$ cat src/rtl/instr_encoder.sv
// RV32I instruction encoder: packs format/opcode/register/funct/immediate
// fields into a 32-bit instruction word, flags immediates that the selected
// format cannot represent, and tags every emitted word with a running write
// address for the instruction-memory loader.
// Two-stage valid/ready pipeline: S1 holds the fields plus the range verdict,
// S2 holds the assembled word and drives the outputs.
module instr_encoder #(
   parameter logic [31:0] BASE_ADDR = 32'h0000_0000,
   parameter logic [31:0] ADDR_STEP = 32'd4
) (
   input  logic        CLK,
   input  logic        RESET,
   input  logic        CLEAR,
   input  logic        IN_VALID,
   output logic        IN_READY,
   input  logic [2:0]  FORMAT,
   input  logic [6:0]  OPCODE,
   input  logic [4:0]  RD,
   input  logic [4:0]  RS1,
   input  logic [4:0]  RS2,
   input  logic [2:0]  FUNCT3,
   input  logic [6:0]  FUNCT7,
   input  logic [31:0] IMM,
   output logic        OUT_VALID,
   input  logic        OUT_READY,
   output logic [31:0] INSTRUCTION,
   output logic [31:0] ADDRESS,
   output logic        RANGE_ERROR,
   output logic [7:0]  ERR_COUNT
);

   localparam logic [2:0] FMT_R = 3'd0;
   localparam logic [2:0] FMT_I = 3'd1;
   localparam logic [2:0] FMT_S = 3'd2;
   localparam logic [2:0] FMT_B = 3'd3;
   localparam logic [2:0] FMT_U = 3'd4;
   localparam logic [2:0] FMT_J = 3'd5;

   // True when the immediate cannot be carried by the selected format.
   // Formats 6/7 are not instruction formats at all and always error.
   function automatic logic imm_range_err(input logic [2:0] fmt, input logic [31:0] imm);
      logic err;
      err = 1'b0;
      case (fmt)
         FMT_R:        err = 1'b0;
         FMT_I, FMT_S: err = (imm[31:11] != {21{imm[11]}});
         FMT_B:        err = (imm[31:12] != {20{imm[12]}}) | imm[0];
         FMT_U:        err = (imm[11:0] != 12'h000);
         FMT_J:        err = (imm[31:20] != {12{imm[20]}}) | imm[0];
         default:      err = 1'b1;
      endcase
      return err;
   endfunction

   // Standard RV32I bit placement; out-of-range immediates are simply
   // truncated to the bits the format has room for.
   function automatic logic [31:0] encode_word(
      input logic [2:0]  fmt,
      input logic [6:0]  op,
      input logic [4:0]  rd,
      input logic [4:0]  rs1,
      input logic [4:0]  rs2,
      input logic [2:0]  f3,
      input logic [6:0]  f7,
      input logic [31:0] imm
   );
      logic [31:0] w;
      w = 32'h0000_0000;
      case (fmt)
         FMT_R:   w = {f7, rs2, rs1, f3, rd, op};
         FMT_I:   w = {imm[11:0], rs1, f3, rd, op};
         FMT_S:   w = {imm[11:5], rs2, rs1, f3, imm[4:0], op};
         FMT_B:   w = {imm[12], imm[10:5], rs2, rs1, f3, imm[4:1], imm[11], op};
         FMT_U:   w = {imm[31:12], rd, op};
         FMT_J:   w = {imm[20], imm[10:1], imm[11], imm[19:12], rd, op};
         default: w = 32'h0000_0000;
      endcase
      return w;
   endfunction

   // Stage 1 state
   logic        s1_valid_q, s1_valid_d;
   logic [2:0]  s1_fmt_q,   s1_fmt_d;
   logic [6:0]  s1_op_q,    s1_op_d;
   logic [4:0]  s1_rd_q,    s1_rd_d;
   logic [4:0]  s1_rs1_q,   s1_rs1_d;
   logic [4:0]  s1_rs2_q,   s1_rs2_d;
   logic [2:0]  s1_f3_q,    s1_f3_d;
   logic [6:0]  s1_f7_q,    s1_f7_d;
   logic [31:0] s1_imm_q,   s1_imm_d;
   logic        s1_err_q,   s1_err_d;

   // Stage 2 / output state
   logic        out_valid_q, out_valid_d;
   logic [31:0] word_q,      word_d;
   logic        rerr_q,      rerr_d;
   logic [31:0] addr_q,      addr_d;
   logic [7:0]  err_cnt_q,   err_cnt_d;

   // Handshake terms
   logic        s2_adv_s;
   logic        s1_adv_s;
   logic        in_ready_s;
   logic        in_fire_s;
   logic        out_fire_s;
   logic        s2_load_s;
   logic [31:0] s1_word_s;

   // Pipeline advance conditions and handshakes.
   always_comb begin
      s2_adv_s   = ~out_valid_q | OUT_READY;
      s1_adv_s   = ~s1_valid_q | s2_adv_s;
      in_ready_s = s1_adv_s & ~CLEAR & ~RESET;
      in_fire_s  = IN_VALID & in_ready_s;
      out_fire_s = out_valid_q & OUT_READY;
      s2_load_s  = s2_adv_s & s1_valid_q & ~CLEAR;
      s1_word_s  = encode_word(s1_fmt_q, s1_op_q, s1_rd_q, s1_rs1_q, s1_rs2_q,
                               s1_f3_q, s1_f7_q, s1_imm_q);
   end

   // Next state for both stages, the address counter and the error counter.
   // CLEAR empties both stages and rewinds the address, but a handshake in
   // the same cycle still counts toward the error total.
   always_comb begin
      s1_fmt_d = in_fire_s ? FORMAT : s1_fmt_q;
      s1_op_d  = in_fire_s ? OPCODE : s1_op_q;
      s1_rd_d  = in_fire_s ? RD     : s1_rd_q;
      s1_rs1_d = in_fire_s ? RS1    : s1_rs1_q;
      s1_rs2_d = in_fire_s ? RS2    : s1_rs2_q;
      s1_f3_d  = in_fire_s ? FUNCT3 : s1_f3_q;
      s1_f7_d  = in_fire_s ? FUNCT7 : s1_f7_q;
      s1_imm_d = in_fire_s ? IMM    : s1_imm_q;
      s1_err_d = in_fire_s ? imm_range_err(FORMAT, IMM) : s1_err_q;

      word_d   = s2_load_s ? s1_word_s : word_q;
      rerr_d   = s2_load_s ? s1_err_q  : rerr_q;

      if (CLEAR) begin
         s1_valid_d  = 1'b0;
         out_valid_d = 1'b0;
         addr_d      = BASE_ADDR;
      end else begin
         s1_valid_d  = s1_adv_s ? in_fire_s  : s1_valid_q;
         out_valid_d = s2_adv_s ? s1_valid_q : out_valid_q;
         addr_d      = out_fire_s ? (addr_q + ADDR_STEP) : addr_q;
      end

      if (out_fire_s && rerr_q && (err_cnt_q != 8'hFF)) begin
         err_cnt_d = err_cnt_q + 8'd1;
      end else begin
         err_cnt_d = err_cnt_q;
      end
   end

   // State registers with synchronous reset taking priority.
   always_ff @(posedge CLK) begin
      if (RESET) begin
         s1_valid_q  <= 1'b0;
         s1_fmt_q    <= 3'd0;
         s1_op_q     <= 7'd0;
         s1_rd_q     <= 5'd0;
         s1_rs1_q    <= 5'd0;
         s1_rs2_q    <= 5'd0;
         s1_f3_q     <= 3'd0;
         s1_f7_q     <= 7'd0;
         s1_imm_q    <= 32'h0000_0000;
         s1_err_q    <= 1'b0;
         out_valid_q <= 1'b0;
         word_q      <= 32'h0000_0000;
         rerr_q      <= 1'b0;
         addr_q      <= BASE_ADDR;
         err_cnt_q   <= 8'd0;
      end else begin
         s1_valid_q  <= s1_valid_d;
         s1_fmt_q    <= s1_fmt_d;
         s1_op_q     <= s1_op_d;
         s1_rd_q     <= s1_rd_d;
         s1_rs1_q    <= s1_rs1_d;
         s1_rs2_q    <= s1_rs2_d;
         s1_f3_q     <= s1_f3_d;
         s1_f7_q     <= s1_f7_d;
         s1_imm_q    <= s1_imm_d;
         s1_err_q    <= s1_err_d;
         out_valid_q <= out_valid_d;
         word_q      <= word_d;
         rerr_q      <= rerr_d;
         addr_q      <= addr_d;
         err_cnt_q   <= err_cnt_d;
      end
   end

   assign IN_READY    = in_ready_s;
   assign OUT_VALID   = out_valid_q;
   assign INSTRUCTION = word_q;
   assign ADDRESS     = addr_q;
   assign RANGE_ERROR = rerr_q;
   assign ERR_COUNT   = err_cnt_q;

endmodule
$ cat config.mk
export PLATFORM = sky130hd
export DESIGN_NAME = instr_encoder
export DESIGN_NICKNAME = d
export VERILOG_FILES = /design/src/rtl/instr_encoder.sv
export SDC_FILE = /design/constraint.sdc
export NUM_CORES = 1
export LEC_CHECK = 0
export ABC_CLOCK_PERIOD_IN_PS = 1560
export CAP_MARGIN = 0
export CELL_PAD_IN_SITES_DETAIL_PLACEMENT = 0
export CELL_PAD_IN_SITES_GLOBAL_PLACEMENT = 1
export CORE_ASPECT_RATIO = 0.8
export CORE_MARGIN = 5
export CORE_UTILIZATION = 33
export DETAILED_ROUTE_END_ITERATION = 16
export GPL_ROUTABILITY_DRIVEN = 0
export GPL_TIMING_DRIVEN = 0
export PLACE_DENSITY_LB_ADDON = 0.1
export SLEW_MARGIN = 20
export SYNTH_ARGS = -nofsm -noshare
export SYNTH_HDL_FRONTEND = slang
export SYNTH_SLANG_ARGS = --single-unit
$ cat constraint.sdc
create_clock -name CLK -period 1.56 [get_ports CLK]
set_input_delay 0.312 -clock CLK [delete_from_list [all_inputs] [get_ports CLK]]
set_output_delay 0.312 -clock CLK [all_outputs]
set_load 0.1 [all_outputs]
Yosys cells after proc, flatten, opt, wreduce, memory -nomap -nowiden
Index checks and enable logic that the tools add are counted.

Register bits after elaboration: 143. Bits of input ports: 72. Output and inout port bits: 75. Word-level logic and storage cells: 54.

Add/subtract/negate cells: 2. Equal/unequal tests: 14. Multiplexer cells: 2. Bitwise operators: 14. Reduce and logical (&&, ||, !) cells: 7.

Operators by type and width (count): one-hot mux 32 bit (6 select lines) (1); adder 32 x 3 -> 32 bit (second input constant) (1); != test 20 bit (1); != test 19 bit (1); == test 3 x 2 -> 1 bit (second input constant) (4); == test 3 bit (second input constant) (4); nonzero test 12 bit (1); != test 11 bit (1); adder 8 x 1 -> 8 bit (second input constant) (1); != test 8 bit (second input constant) (1); bitwise AND 1 bit (6); == test 3 x 1 -> 1 bit (second input constant) (2); zero test 3 bit (2); one-hot mux 1 bit (5 select lines) (1); NOT 1 bit (4); OR 1 bit (4); OR reduction 2 bit (2); logical AND 1 bit (2).

Longest topological paths before layout
Gate-level depths: netlist (run 1).

Depth after elaboration: 6. Gate-level depth with buffers: 7. Gate-level depth less buffers: 6.

Worst setup path before layout (run 1)
No wires, ideal clock.

Path type: register -> output. From: register out_valid_q, in the netlist OUT_VALID. To: output IN_READY. Data arrival time: 2.468 ns. Data required time: 1.248 ns. Path slack: -1.220 ns. Cell stages (with the launch flop): 3. Path buffers: 0. Cell sequence: dfxtp_1 > nor2b_1 > a21oi_1.

Longest elaborated chain between the ends: 5.

Ends and longest elaborated chain: start: declaration (line 94) `logic out_valid_q, out_valid_d;`; start signal: assignment (line 184) `out_valid_q <= out_valid_d;`; NOT 1 bit (line 111) `s2_adv_s = ~out_valid_q | OUT_READY;`; OR 1 bit (line 111); OR 1 bit (line 112) `s1_adv_s = ~s1_valid_q | s2_adv_s;`; bitwise AND 1 bit (2 in series) (line 113) `in_ready_s = s1_adv_s & ~CLEAR & ~RESET;`; end: declaration (line 15) `output logic IN_READY,`.

No other way between the ends.

Final worst setup path (run 1)
From: input RESET. To: output IN_READY.

Longest elaborated chain between the ends: 2.

Ends and longest elaborated chain: start: declaration (line 12) `input logic RESET,`; NOT 1 bit (line 113); bitwise AND 1 bit (line 113).

No other way between the ends.

==> metrics.txt, run 1 <==
Placed Cells 1,107; f_max 0.6190 GHz; Buffers on Ports 144; Root Buffer clkbuf_16; worst-skew pair later-pin latency 0.42 ns; drt via density 5.071; final worst slack -0.05546 ns; area of the multi-input gates 3224 um^2; Die X 160.9 um; Final Setup Violations 18; drt pass-1 iters 7; failing checks negative setup slack; largest net degree at the start of global routing 17; post-layout util 0.4918; number of flops mapped to enable cells by yosys 0; Cell variety after synth 51; Required @ worst endpoint 1.25 ns; Avg Cell Area, Syn 8.208 um^2; pwr dens 966.9 nW/um^2; Worst Skew 0.007303 ns; CP arrival 1.30 ns; Slew headroom 0.5655; filler instances 1,733; sequential share of the synthesized area 0.4698; CP startpoint kind input port; Residual DRC 0; status finished, violations left; hold crit path type input port to flop; CTS sink count 141; Iter 0 DRT Violations 299; Final HPWL DP 15,290 um; CTS buffer count 17; worst slew pin tran 0.6518 ns; Hold-fix buffers, CTS 0; Async S/R FF share, synth 0; worst-path maximum fanout 3; setup TNS -0.5461 ns; Crit Path Class input port to output pin; CTS tree built; static leakage 3.333 nW; number of H-tree levels 4; antenna cells 0; total number of vias 5,827; Detail Route Antenna Nets 0; Mapped Cells 732; full die area 21,020 um^2; Hold Fails Final Rpt 0; crit share post-route 1.036; starting density of the core 0.3338; max-cap violations 0; initial antenna violation count 0; Overflow after GRT 0; Power Total 8.561 mW; die span in y 130.7 um; min cycle time layout 1.615 ns; nets 980; IO Pins 147; Seq cells post-synth 141; non-filler cells in the finished layout 1,149; Tot GR Track Use 0.1925; Synth Warn # 0; core box area 18,000 um^2; max-slew violations 0; WL final 20,210 um; RSZ-0062 raised after global routing yes; FF+latch area 2958 um^2; wire per inst 17.59 um; row count 44; clock buffer depth 2; CP endpoint kind output pin; number of global-route vias before repair 5,716; fraction of layout cells with a size suffix above 1 0.2862; area added between synthesis and finish 47.36%; maximum VDD drop 0.6510 mV; Clock Pin Slew Worst Setup and Hold Paths 0.06 ns; mapped cell area 6008 um^2; first-pass GRT wire length 31,530 um; commonest register cell after synthesis dfxtp_1
==> repair_timing <==
item,4_1_cts,5_1_grt
setup endpoints to repair,197,94
pin swaps,9,20
cloned,1,1
setup buffers,8,3
resized for setup,452,69
==> state kept, by name, indices dropped and copies added, names as in the netlist, 5 cells and up <==
name	cells
ADDRESS	30
ERR_COUNT	8
INSTRUCTION	32
s1_f7_q	7
s1_imm_q	32
s1_op_q	7
s1_rd_q	5
s1_rs1_q	5
s1_rs2_q	5
==> cells in the mapped netlist (10+ instances only) <==
cell / n / area share
nand2_1: 155 / 0.097
dfxtp_1: 141 / 0.47
a21oi_1: 77 / 0.064
nor2_1: 73 / 0.046
clkbuf_1: 32 / 0.020
a22oi_1: 23 / 0.029
xnor2_1: 23 / 0.034
inv_1: 19 / 0.012
o21ai_0: 18 / 0.015
nand4_1: 14 / 0.015
buf_2: 13 / 0.011
nor3_1: 13 / 0.011
nand3_1: 11 / 0.0092
o221ai_1: 11 / 0.016
xor2_1: 10 / 0.015
==> power breakdown <==
part	internal (mW)	total (mW)	switching, mW
Clock	2.38	4.05	1.68
Sequential	3.62	3.69	0.0637
Combinational	0.326	0.821	0.495
==> final timing paths <==
path	slack, ns	cells past startpoint	end	start
min reg2reg	0.46	2	s1_imm_q[30]	s1_imm_q[30]
max	-0.06	5	IN_READY	RESET
max reg2reg	-0.05	7	INSTRUCTION[21]	OUT_VALID
min	0.20	3	s1_imm_q[27]	IMM[27]
==> layer usage <==
layer  GRT usage  part of all wire  vias to the layer above  wire length [um]
li1            -                 -                     2881                 -
met1      0.2793              0.51                     2771             10210
met2      0.2889              0.43                      159              8743
met3     0.04390             0.053                       16              1073
met4     0.05316            0.0091                        0               183
met5           0                 0                        -                 0
==> critical path: stages <==
cell and delay (ns):
clkdlybuf4s15_2 0.22, or2_4 0.28, clkbuf_16 0.15, a21oi_4 0.15, buf_12 0.19
==> through the flow <==
stage                     hold slack (ns)  instance area [um^2]  worst slack (ns)
after floorplan                    0.4245                  6334           -0.1410
after global placement             0.4443                  8063            -1.396
after detailed placement           0.4472                  8063            -1.390
after CTS                          0.2882                  8600          -0.06839
after global routing               0.2059                  8853           -0.1401
final                              0.2029                  8853          -0.05546
==> cell families after synthesis <==
logic type      after synthesis  synth area share
buf+inv                      71           0.05081
compound gates              155            0.1622
fa+ha+maj                     2          0.004164
mux                          10           0.01791
flops                       141            0.4698
xor+xnor                     33           0.04810
other cells                   1         0.0006241
simple gates                319            0.2464
==> cell usage in the layout, fill, tap and decap left out, types with 19 or more instances in the layout <==
cell type and instances:
inv_1 19, xnor2_1 23, buf_2 37, dfxtp_4 33, buf_4 34, nor2_1 70
a21oi_1 74, clkbuf_4 23, dfxtp_1 99, clkbuf_16 19, clkdlybuf4s50_1 56, nand2_1 155
==> area by class of cell <==
cell class / count / area share
clock buffers: 17 / 0.04805
clock inverters: 15 / 0.01837
repair buffers: 157 / 0.1536
flip-flops and latches: 141 / 0.3341
multi-input cells: 521 / 0.3642
inverters: 19 / 0.008055
well taps: 230 / 0.03250
plain buffers: 49 / 0.04112
No activity file was read; power rests on OpenSTA's default activity.
==> inputs of run 2 (changes only) <==
Settings changed: SETUP_SLACK_MARGIN set to 0.05.
==> metrics.txt, run 2 (synthesis results as in run 1) <==
maximum VDD drop 0.4142 mV (-36%); Worst Skew 0.009726 ns (+0.002422 ns); Clock Pin Slew Worst Setup and Hold Paths 0.06 ns (about the same); Hold-fix buffers, CTS 0 (unchanged); Setup crit start OUT_VALID; grt met2 use 0.2862 (-0.002728); Sw Ratio 0.2585 (-0.002884); WL final 20,620 um (+2.0%); failing checks negative setup slack; core box area 18,000 um^2 (unchanged); Slew headroom 0.5925 (+0.02704); drt pass-1 iters 4 (-3); Tot GR Track Use 0.1951 (+0.002649); crit share post-route 1.075 (+0.03896); total number of vias 5,968 (+2.4%); f_max 0.5966 GHz (-3.6%); number of H-tree levels 4 (unchanged); nets 1,002 (+2.2%); area of the multi-input gates 3353 um^2 (+4.0%); final worst slack -0.1162 ns (-0.06078 ns); wire per inst 17.61 um (+0.10%); Root Buffer clkbuf_16; final instance area 9354 um^2 (+5.7%); CP startpoint kind flop; CP endpoint kind flop; most frequent cells in the layout nand2_1, dfxtp_1, buf_4, a21oi_1, nor2_1; Power Total 8.677 mW (+1.4%); FF+latch area 2958 um^2 (unchanged); worst slew pin tran 0.6112 ns (-0.04057 ns); static leakage 3.704 nW (+11%); first-pass GRT wire length 31,880 um (+1.1%); Detail Route Antenna Nets 0 (unchanged); worst-skew pair later-pin latency 0.43 ns (about the same); hold crit path type input port to flop; drt via density 5.096 (+0.50%); worst-path maximum fanout 5 (+2); Final HPWL DP 15,310 um (+0.13%); number of global-route vias before repair 5,750 (+0.59%); max-cap violations 0 (unchanged); Crit Path Class flop to flop; placed inst area 8129 um^2 (+0.82%); row count 44 (unchanged); antenna cells 0 (unchanged); Hold Fails Final Rpt 0 (unchanged); largest net degree at the start of global routing 17 (unchanged); Buffers on Ports 144 (unchanged); CP arrival 2.04 ns (+0.74 ns); clock buffer depth 2 (unchanged); pwr dens 927.6 nW/um^2 (-4.1%); area added between synthesis and finish 55.69%; internal power 6.434 mW (+1.8%); Overflow after GRT 0 (unchanged); Required @ worst endpoint 1.92 ns (+0.67 ns); Seq pwr share 0.425 (-0.005); Clk pwr share 0.479 (+0.005); Final Setup Violations 33 (+15); CTS sink count 141 (unchanged); die span in y 130.7 um (unchanged); HP Start IMM[9]; Die X 160.9 um (unchanged); grt peak-use layer met2; CTS buffer count 17 (unchanged); Net Sw Power 2.243 mW (+0.24%); fraction of layout cells with a size suffix above 1 0.3199 (+0.03369); filler instances 1,700 (-1.9%); starting density of the core 0.3338 (unchanged); GR Layer Usage met1 0.2833 (+0.004049); pre-CTS WS -1.397 ns (-0.006850 ns); logic gate share of total power 0.097 (about the same); full die area 21,020 um^2 (unchanged); GR met3 Demand/Resource 0.05237 (+0.008467); Residual DRC 0 (unchanged); CTS tree built; max-slew violations 0 (unchanged); internal reg-to-reg setup slack -0.12 ns (-0.07 ns); RSZ-0062 raised after global routing yes; commonest non-fill, non-tap cell in the layout nand2_1; Iter 0 DRT Violations 324 (+8.4%); r2r startpoint OUT_VALID; IO Pins 147 (unchanged); status finished, violations left; min cycle time layout 1.676 ns (+0.06078 ns); initial antenna violation count 0 (unchanged)
==> run 2: changes by cell type in the layout (fill, tap and decap cells not counted), sizes merged <==
cell	delta
buf	+40
clkbuf	-17
clkdlybuf4s50	-13
dlymetal6s2s	+8
dlygate4sd2	+5
clkinv	-4
inv	+3
clkdlybuf4s15	-2
bufbuf	+1
o211ai	+1
==> run 2: power groups by stage <==
| stage | logic (mW) | registers (mW) | clock network (mW) |
|---|---|---|---|
| 6_report | 0.838 | 3.68 | 4.15 |
| 5_1_grt | 0.898 | 3.69 | 4.41 |
| 4_1_cts | 0.819 | 3.68 | 4.23 |
| 3_5_place_dp | 0.788 | 3.76 | 0 |
| 3_3_place_gp | 0.778 | 3.76 | 0 |
| 2_1_floorplan | 0.313 | 3.86 | 0 |
==> run 2: cell type report <==
class,count,area share
clock inverters,14,0.01645
clock buffers,18,0.04815
repair buffers,177,0.1799
inverters,19,0.007624
well taps,230,0.03077
flip-flops and latches,141,0.3162
multi-input cells,522,0.3585
plain buffers,50,0.04240
==> run 2: what timing repair did <==
item	in CTS	in global routing
cloned	4	2
setup endpoints to repair	202	117
gates resized for setup	525	63
pin swaps	29	32
buffers inserted	20	9
==> run 2: path summary, 6_finish.rpt <==
kind	endpoint	cells after the start
hold reg to reg	s1_imm_q[30]	2
hold / removal	s1_imm_q[9]	3
setup / recovery	INSTRUCTION[21]	7
setup reg to reg	INSTRUCTION[21]	7
==> run 2: stage by stage <==
stage | hold slack [ns] | cells | TNS [ns] | utilization
after floorplan | 0.4245 | 733 | -3.064 | -
after global placement | 0.4456 | 1107 | -97.58 | 0.4516
after detailed placement | 0.4484 | 1107 | -101.61 | 0.4516
after CTS | 0.2879 | 1161 | -1.592 | 0.5045
after global routing | 0.1978 | 1171 | -4.932 | 0.5196
final | 0.2043 | 1171 | -1.828 | 0.5196
==> run 2: layer usage <==
layer	routed length, um	vias up
met5	0	-
met3	1238	21
met2	8759	164
met4	266	0
met1	10360	2852
li1	-	2931
==> run 2: worst max-delay path, cell delays in order (launching register included) <==
cell and delay, ns:
dfxtp_4 0.36, nor2b_4 0.14, or3b_4 0.38, buf_8 0.15, a21oi_4 0.22, buf_6 0.18, a22oi_2 0.05, nor2_1 0.12
==> inputs of run 3 (changes only) <==
Settings changed: HOLD_SLACK_MARGIN set to 0.06, REMOVE_ABC_BUFFERS set to 1.
==> metrics.txt, run 3 (synthesis results as in run 1) <==
status finished, violations left; failing checks negative setup slack; fraction of layout cells with a size suffix above 1 0.3226 (+0.002743); Hold-fix buffers, CTS 0 (unchanged); static leakage 3.541 nW (-4.4%); grt peak-use layer met2; number of global-route vias before repair 5,958 (+3.6%); RSZ-0062 raised after global routing yes; Root Buffer clkbuf_16; placed inst area 7615 um^2 (-6.3%); area added between synthesis and finish 59.14%; total number of vias 6,087 (+2.0%); Die X 160.9 um (unchanged); largest net degree at the start of global routing 58 (+41); grt met2 use 0.3239 (+0.03770); clock buffer depth 2 (unchanged); Worst Skew 0.009001 ns (-0.0007248 ns); Final Setup Violations 18 (-45%); Required @ worst endpoint 1.90 ns (-0.02 ns); wire per inst 19.09 um (+8.4%); max-cap violations 0 (unchanged); Tot GR Track Use 0.2028 (+0.007672); worst-path maximum fanout 6 (+1); nets 994 (-0.80%); die span in y 130.7 um (unchanged); Iter 0 DRT Violations 406 (+25%); core box area 18,000 um^2 (unchanged); drt pass-1 iters 5 (+1); Detail Route Antenna Nets 0 (unchanged); IO Pins 147 (unchanged); commonest non-fill, non-tap cell in the layout nand2_1; Placed Cells 1,060 (-4.2%); CTS tree built; Hold Fails Final Rpt 0 (unchanged); crit share post-route 1.075 (about the same); GR met3 Demand/Resource 0.07495 (+0.02258); CTS buffer count 17 (unchanged); max-slew violations 0 (unchanged); CP arrival 2.02 ns (-0.02 ns); Buffers on Ports 144 (unchanged); initial antenna violation count 2 (+2); full die area 21,020 um^2 (unchanged); CP startpoint kind flop; first-pass GRT wire length 33,040 um (+3.6%); Overflow after GRT 0 (unchanged); pwr dens 959.5 nW/um^2 (+3.4%); maximum VDD drop 0.6524 mV (+58%); final instance area 9562 um^2 (+2.2%); CTS sink count 141 (unchanged); row count 44 (unchanged); starting density of the core 0.3338 (unchanged); Crit Path Class flop to flop; hold crit path type input port to flop; final worst slack -0.1177 ns (-0.001486 ns); min cycle time layout 1.678 ns (+0.001486 ns); Power Total 9.174 mW (+5.7%); worst-skew pair later-pin latency 0.42 ns (about the same); most frequent cells in the layout nand2_1, dfxtp_1, buf_4, a21oi_1, nor2_1; f_max 0.5960 GHz (about the same); CP endpoint kind flop; WL final 22,220 um (+7.8%); non-filler cells in the finished layout 1,164 (-0.60%); Clock Pin Slew Worst Setup and Hold Paths 0.06 ns (about the same); number of H-tree levels 4 (unchanged); GR Layer Usage met1 0.2634 (-0.01989); drt via density 5.229 (+2.6%); Final HPWL DP 12,350 um (-19%); Residual DRC 0 (unchanged)
run 3: cell count changes in the layout (fill, tap and decap cells not counted), moves of 9 or more:
cell,previous run,this run
clkdlybuf4s50_1,43,59
dlymetal6s2s_1,15,1
clkbuf_2,12,0
dfxtp_1,99,108
clkbuf_1,12,2
dfxtp_2,9,20
dfxtp_4,33,13
run 3: layout make-up:
cell class	count	area, um^2
repair buffers	211	2188
flip-flops and latches	141	2897
diodes	1	2.502
fillers	1662	8441
well taps	230	287.8
clock inverters	10	185.2
multi-input cells	530	3456
clock buffers	22	474.2
inverters	19	71.32
run 3: worst max-delay path: stages (launching register included):
cell	delay [ns]
dfxtp_4	0.37
buf_12	0.10
nand4_1	0.15
or3_4	0.48
or3_1	0.36
a21oi_2	0.15
run 3: power by group:
part | total [mW] | internal (mW) | leakage (nW) | switching, mW
Sequential | 3.72 | 3.66 | 1.16 | 0.0598
Combinational | 0.940 | 0.410 | 2.06 | 0.530
Clock | 4.52 | 2.97 | 0.320 | 1.55
run 3: routing by layer:
metal	routed length, um	up-vias
met5	7	-
met3	1684	24
met1	10210	2956
met4	228	2
li1	-	2919
met2	10100	186
run 3: worst paths after layout:
path                            cells past startpoint              end  slack [ns]       start
worst max-delay path                                5      ADDRESS[17]       -0.12   OUT_VALID
worst min-delay path                                2  INSTRUCTION[27]        0.23       RESET
worst max register to register                      5      ADDRESS[17]       -0.12   OUT_VALID
worst min register to register                      2       s1_f7_q[4]        0.45  s1_f7_q[4]
run 3: timing repair:
| action | CTS | global route |
|---|---|---|
| endpoints found under the setup margin | 213 | 123 |
| pin swaps | 30 | 40 |
| cloned | 15 | 4 |
| setup buffers | 41 | 13 |
| resized for setup | 537 | 98 |
run 3: through the flow:
| step | util | hold slack [ns] | setup WS, ns | setup TNS, ns |
|---|---|---|---|---|
| 2_1_floorplan | - | 0.3811 | -1.477 | -135.78 |
| 3_3_place_gp | 0.4170 | 0.4386 | -5.531 | -581.15 |
| 3_5_place_dp | 0.4230 | 0.4463 | -1.712 | -116.28 |
| 4_1_cts | 0.5042 | 0.2055 | -0.07448 | -0.6816 |
| 5_1_grt | 0.5311 | 0.2224 | -0.1547 | -2.801 |
| 6_report | 0.5311 | 0.2257 | -0.1177 | -1.032 |
